`config.mk`:
```
export PLATFORM = sky130hd
export DESIGN_NAME = ps2_host_tx
export DESIGN_NICKNAME = d
export VERILOG_FILES = /design/src/rtl/ps2_host_tx.sv
export SDC_FILE = /design/constraint.sdc
export NUM_CORES = 1
export LEC_CHECK = 0
export ABC_CLOCK_PERIOD_IN_PS = 2440
export CAP_MARGIN = 20
export CORE_MARGIN = 2
export CORE_UTILIZATION = 30
export CTS_CLUSTER_DIAMETER = 120
export CTS_CLUSTER_SIZE = 30
export DETAILED_ROUTE_END_ITERATION = 10
export PLACE_DENSITY = 0.5
export SLEW_MARGIN = 25
export SYNTH_ARGS = -nofsm -noshare
export SYNTH_HDL_FRONTEND = slang
export SYNTH_SLANG_ARGS = --single-unit
```
`constraint.sdc`:
```
create_clock -name clock_i -period 2.44 [get_ports clock_i]
set_input_delay 0.488 -clock clock_i [delete_from_list [all_inputs] [get_ports clock_i]]
set_output_delay 0.488 -clock clock_i [all_outputs]
set_load 0.02 [all_outputs]
```
`src/rtl/ps2_host_tx.sv`:
```
// ps2_host_tx: host-to-device PS/2 transmitter.
//
// Sends one command byte to a PS/2 device over the shared ps2 clock/data lines:
// inhibit (hold clock low), request-to-send (data low, clock released), then
// eight data bits LSB first, odd parity and the stop bit, each driven on a
// device clock fall, and finally samples the device ACK on the eleventh fall.
// Lines are driven open-drain through active-high pull-low enables.
//
// Optional feature (macro PS2_TX_RETRY_EN): a NACK or timeout restarts the
// frame from inhibit with the latched byte, up to MAX_RETRY extra attempts;
// tx_error_o pulses only after the final attempt fails. Without the macro the
// first failure pulses tx_error_o and MAX_RETRY has no effect.
//
// Ports:
//   clock_i        system clock (50 MHz nominal)
//   reset_i        asynchronous reset, active high
//   tx_valid_i     send request, accepted when tx_valid_i & tx_ready_o
//   tx_data_i      byte to send
//   tx_ready_o     high while idle
//   busy_o         ~tx_ready_o; lets the receiver ignore the line
//   tx_done_o      one-cycle pulse, device ACKed
//   tx_error_o     one-cycle pulse, NACK or timeout
//   ps2_clk_i      raw PS/2 clock pin
//   ps2_data_i     raw PS/2 data pin
//   ps2_clk_oe_o   1 = pull PS/2 clock low
//   ps2_data_oe_o  1 = pull PS/2 data low
module ps2_host_tx #(
    parameter int unsigned INHIBIT_CYCLES = 6000,
    parameter int unsigned TIMEOUT_CYCLES = 1000000,
    parameter int unsigned MAX_RETRY      = 2
) (
    input  logic       clock_i,
    input  logic       reset_i,
    input  logic       tx_valid_i,
    input  logic [7:0] tx_data_i,
    output logic       tx_ready_o,
    output logic       busy_o,
    output logic       tx_done_o,
    output logic       tx_error_o,
    input  logic       ps2_clk_i,
    input  logic       ps2_data_i,
    output logic       ps2_clk_oe_o,
    output logic       ps2_data_oe_o
);

    localparam int unsigned CntMax = (INHIBIT_CYCLES > TIMEOUT_CYCLES) ?
                                     INHIBIT_CYCLES : TIMEOUT_CYCLES;
    localparam int unsigned CntW   = $clog2(CntMax + 1);

    // The attempt counter is two bits wide.
    if (MAX_RETRY > 3) begin : g_retry_check
        $error("MAX_RETRY does not fit the 2-bit attempt counter");
    end

    typedef enum logic [3:0] {
        StIdle,
        StInhibit,
        StStart,     // start bit driven, clock still held for one cycle
        StRts,
        StData,
        StStop,
        StAck,
        StWaitIdle,
        StFail
    } state_e;

    state_e          state_q;
    logic [CntW-1:0] cnt_q;
    logic [3:0]      bit_cnt_q;
    logic [8:0]      shift_q;
    logic            clk_oe_q, data_oe_q;
    logic            tx_ready_q, tx_done_q, tx_error_q;
    logic            clk_meta_q, clk_sync_q, clk_prev_q;
    logic            data_meta_q, data_sync_q;
`ifdef PS2_TX_RETRY_EN
    logic [1:0]      attempt_q;
`endif

    logic fall;
    logic in_frame;
    logic tmo_hit;

    // Synchronizers reset to the idle-high line level so no false fall is seen.
    always_ff @(posedge clock_i or posedge reset_i) begin
        if (reset_i) begin
            clk_meta_q  <= 1'b1;
            clk_sync_q  <= 1'b1;
            clk_prev_q  <= 1'b1;
            data_meta_q <= 1'b1;
            data_sync_q <= 1'b1;
        end else begin
            clk_meta_q  <= ps2_clk_i;
            clk_sync_q  <= clk_meta_q;
            clk_prev_q  <= clk_sync_q;
            data_meta_q <= ps2_data_i;
            data_sync_q <= data_meta_q;
        end
    end

    assign fall     = clk_prev_q & ~clk_sync_q;
    assign in_frame = (state_q == StRts) || (state_q == StData) || (state_q == StStop) ||
                      (state_q == StAck) || (state_q == StWaitIdle);
    assign tmo_hit  = (cnt_q == CntW'(TIMEOUT_CYCLES - 1));

    always_ff @(posedge clock_i or posedge reset_i) begin
        if (reset_i) begin
            state_q    <= StIdle;
            cnt_q      <= '0;
            bit_cnt_q  <= '0;
            shift_q    <= '0;
            clk_oe_q   <= 1'b0;
            data_oe_q  <= 1'b0;
            tx_ready_q <= 1'b1;
            tx_done_q  <= 1'b0;
            tx_error_q <= 1'b0;
`ifdef PS2_TX_RETRY_EN
            attempt_q  <= '0;
`endif
        end else begin
            tx_done_q  <= 1'b0;
            tx_error_q <= 1'b0;
            if (in_frame && tmo_hit) begin
                clk_oe_q  <= 1'b0;
                data_oe_q <= 1'b0;
                state_q   <= StFail;
            end else begin
                if (in_frame) begin
                    cnt_q <= cnt_q + CntW'(1);
                end
                unique case (state_q)
                    StIdle: begin
                        clk_oe_q   <= 1'b0;
                        data_oe_q  <= 1'b0;
                        cnt_q      <= '0;
                        // Stays low for the first idle cycle after done/error.
                        tx_ready_q <= 1'b1;
                        if (tx_valid_i && tx_ready_q) begin
                            shift_q    <= {~^tx_data_i, tx_data_i};
                            tx_ready_q <= 1'b0;
                            clk_oe_q   <= 1'b1;
                            state_q    <= StInhibit;
`ifdef PS2_TX_RETRY_EN
                            attempt_q  <= '0;
`endif
                        end
                    end
                    StInhibit: begin
                        if (cnt_q == CntW'(INHIBIT_CYCLES - 1)) begin
                            data_oe_q <= 1'b1;
                            cnt_q     <= '0;
                            state_q   <= StStart;
                        end else begin
                            cnt_q <= cnt_q + CntW'(1);
                        end
                    end
                    StStart: begin
                        clk_oe_q <= 1'b0;
                        cnt_q    <= '0;
                        state_q  <= StRts;
                    end
                    StRts: begin
                        if (fall) begin
                            data_oe_q <= ~shift_q[0];
                            bit_cnt_q <= 4'd1;
                            state_q   <= StData;
                        end
                    end
                    StData: begin
                        // bit_cnt_q == 8 selects the parity bit.
                        if (fall) begin
                            data_oe_q <= ~shift_q[bit_cnt_q];
                            bit_cnt_q <= bit_cnt_q + 4'd1;
                            if (bit_cnt_q == 4'd8) begin
                                state_q <= StStop;
                            end
                        end
                    end
                    StStop: begin
                        if (fall) begin
                            data_oe_q <= 1'b0;
                            state_q   <= StAck;
                        end
                    end
                    StAck: begin
                        if (fall) begin
                            state_q <= data_sync_q ? StFail : StWaitIdle;
                        end
                    end
                    StWaitIdle: begin
                        if (clk_sync_q && data_sync_q) begin
                            tx_done_q <= 1'b1;
                            state_q   <= StIdle;
                        end
                    end
                    StFail: begin
                        clk_oe_q  <= 1'b0;
                        data_oe_q <= 1'b0;
`ifdef PS2_TX_RETRY_EN
                        if (attempt_q < 2'(MAX_RETRY)) begin
                            attempt_q <= attempt_q + 2'd1;
                            clk_oe_q  <= 1'b1;
                            cnt_q     <= '0;
                            state_q   <= StInhibit;
                        end else begin
                            tx_error_q <= 1'b1;
                            state_q    <= StIdle;
                        end
`else
                        tx_error_q <= 1'b1;
                        state_q    <= StIdle;
`endif
                    end
                    default: state_q <= StIdle;
                endcase
            end
        end
    end

    assign tx_ready_o    = tx_ready_q;
    assign busy_o        = ~tx_ready_q;
    assign tx_done_o     = tx_done_q;
    assign tx_error_o    = tx_error_q;
    assign ps2_clk_oe_o  = clk_oe_q;
    assign ps2_data_oe_o = data_oe_q;

endmodule

```
==> flow_summary.json <==
{
  "grt_max_degree": 29,
  "layout_commonest_cell": "dfrtp_1",
  "die_h_um": 96.89,
  "postPlaceCellArea_um2": 2910,
  "relSlewSlack": 0.6775,
  "cts-buffers-inserted": 5,
  "fin_nets": 295,
  "multi_input_area_um2": 1310,
  "status": "completed",
  "final_util": 0.3651,
  "cap_violations": 0,
  "tightestPinTransition_ns": 0.4793,
  "avgRoutedWirePerCell_um": 13.93,
  "die_w_um": 96.89,
  "die-area_um2": 9388,
  "synth-async-reset-ratio": 1.000,
  "timing.final.crit_share": 0.9194,
  "critPathMaxFanout": 20,
  "path_class": "reg2reg",
  "rsz0062_at_grt": "false",
  "cts-root-buf": "clkbuf_8",
  "synth_flop_cell": "dfrtp_1",
  "most-common-layout-cells": "dfrtp_1, nor2_1, nand2_1, xnor2_1, clkdlybuf4s50_1",
  "clk_pin_slew_ns": 0.09,
  "syn_area_um2": 2589,
  "yosysWarnings": 0,
  "first_pass_iters": 4,
  "seq_area_frac_synth": 0.4572,
  "max_stage_delay_ns": 0.55,
  "end_kind": "register",
  "vias": 1924,
  "grt_pass1_wl_um": 9266,
  "arrival_ns": 2.42,
  "critPathLaunchType": "register",
  "io_pins": 19,
  "final_cells": 385,
  "synth_nets": 271,
  "min_period_ns": 2.243,
  "p_per_area_nw_per_um2": 910.7,
  "htreeDepth": 2,
  "cp_top_family": "simple AND/OR/NAND/NOR gates",
  "core_um2": 8299,
  "max_freq_mhz": 445.8,
  "avgSynthCellArea_um2": 10.15,
  "crit_path_cell_trace": "or4b_1, or2_4, o41ai_2, and3_2, o21ai_2",
  "clk_latency_ns": 0.30,
  "start_util": 0.3119,
  "viasPerCell": 4.997,
  "drc": 0,
  "final_hold_viol_count": 0,
  "portBuffers": 18,
  "p_leak_nw": 1.143,
  "cts_sinks": 47,
  "drtIter0Drc": 60,
  "wl_um": 5363,
  "setup-tns-final_ns": 0,
  "slew_viol_final": 0,
  "finClkSkew_ns": 0.009558,
  "post_cts_buffers": 0,
  "peakVddDrop_mv": 0.2734,
  "ant_nets": 0,
  "layout-drive-gt1-share": 0.1679,
  "grt_use_total": 0.1186,
  "n_antenna_cell": 0,
  "cts_buffer_depth": 2,
  "gp_congestion": 0.9126,
  "antenna_found_initial": 0,
  "synth-seq-cells": 47,
  "worstPathRequired_ns": 2.62,
  "place_inst": 377,
  "grt_pass1_vias": 1892,
  "cts_tree": "yes",
  "ys_types": 56,
  "setup_slack_ns": 0.1968,
  "grt_remaining_overflow": 0,
  "hpwl_um": 3857,
  "setup_viol": 0,
  "num_rows": 33,
  "cp_slowest_cell": "or4b_1",
  "worst-path-buf-inv": 0,
  "regArea_um2": 1184,
  "areaGrowthSynthToFinish_pct": 17.06,
  "dp_slack_ns": 0.07413,
  "fin_area_um2": 3030,
  "hold_path.class": "reg2reg",
  "fill_cells": 846,
  "synth-edff-count": 0,
  "synthCells": 255
}
cell type report:
type                       count  area share
multi-input combinational    188      0.4323
sequential                    47      0.3906
timing repair buffer          25     0.08092
tap                          105     0.04335
clock buffer                   5     0.02271
clock inverter                 3     0.01528
inverter                      12     0.01486
cells in the mapped netlist (3+ instances only):
cell     instances  area share
nand4_1          4      0.0097
nor2_1          21       0.030
or3_1            6       0.015
buf_6            3       0.013
dfrtp_1         41        0.40
and2_1           3      0.0073
ha_1             3       0.015
nor2b_1          6       0.015
nand3_1         10       0.019
nor3_1           9       0.017
dfstp_2          6       0.061
nor4b_1          3       0.010
nand2_1         19       0.028
mux2_2          10       0.044
xnor2_1         19       0.064
inv_1           12       0.017
a21oi_1         13       0.025
o21ai_0         16       0.031
per-layer routing:
metal,share of wire,global-route usage,up-vias
met5,0,0,-
met2,0.45,0.1795,38
met1,0.50,0.1686,913
met4,0.011,0.03575,0
met3,0.038,0.02818,6
li1,-,-,967
path summary, 6_finish.rpt:
| kind | slack [ns] | startpoint | end | cells after the start |
|---|---|---|---|---|
| setup / recovery | 0.20 | cnt_q[7] | cnt_q[0] | 5 |
| hold / removal | 0.36 | data_meta_q | data_sync_q | 0 |
| setup reg to reg | 0.20 | cnt_q[7] | cnt_q[0] | 5 |
| hold reg to reg | 0.36 | data_meta_q | data_sync_q | 0 |
| max in group asynchronous | 1.36 | reset_i | clk_prev_q | 3 |
| min in group asynchronous | 0.51 | reset_i | cnt_q[19] | 2 |
repair_timing:
item / 4_1_cts / 5_1_grt
hold buffers: 0 / 0
setup endpoints to repair: 0 / 1
gates resized for setup: 0 / 1
power by group:
part / total, mW / internal, mW / leakage [nW] / switching, mW
sequential: 1.13 / 0.955 / 0.601 / 0.177
combinational: 1.04 / 0.517 / 0.487 / 0.520
clock: 0.590 / 0.309 / 0.0548 / 0.281
cell families after synthesis:
family / Yosys count / share of synthesized area
AND/OR/NAND/NOR: 104 / 0.2233
AO/OA/AOI/OAI: 48 / 0.1334
flip-flops: 47 / 0.4572
buffers and inverters: 20 / 0.03866
XOR/XNOR: 19 / 0.06428
multiplexers: 14 / 0.06863
adder cells (fa/ha/maj): 3 / 0.01450
flip-flops by register name (all words and copies together), names as in the netlist:
signal	flops
ps2_data_oe_o	1
data_meta_q	1
clk_meta_q	1
ps2_clk_oe_o	1
cnt_q	20
tx_done_o	1
clk_sync_q	1
tx_error_o	1
shift_q	9
tx_ready_o	1
clk_prev_q	1
data_sync_q	1
state_q	4
bit_cnt_q	4
metrics by stage:
step | hold WS [ns] | total power, mW
final | 0.3595 | 2.760
after global routing | 0.3683 | 2.978
after CTS | 0.3619 | 2.794
after detailed placement | 0.3473 | 2.187
after global placement | 0.3477 | 2.186
after floorplan | 0.3452 | 1.907
Power figures use the tool's default switching activity.
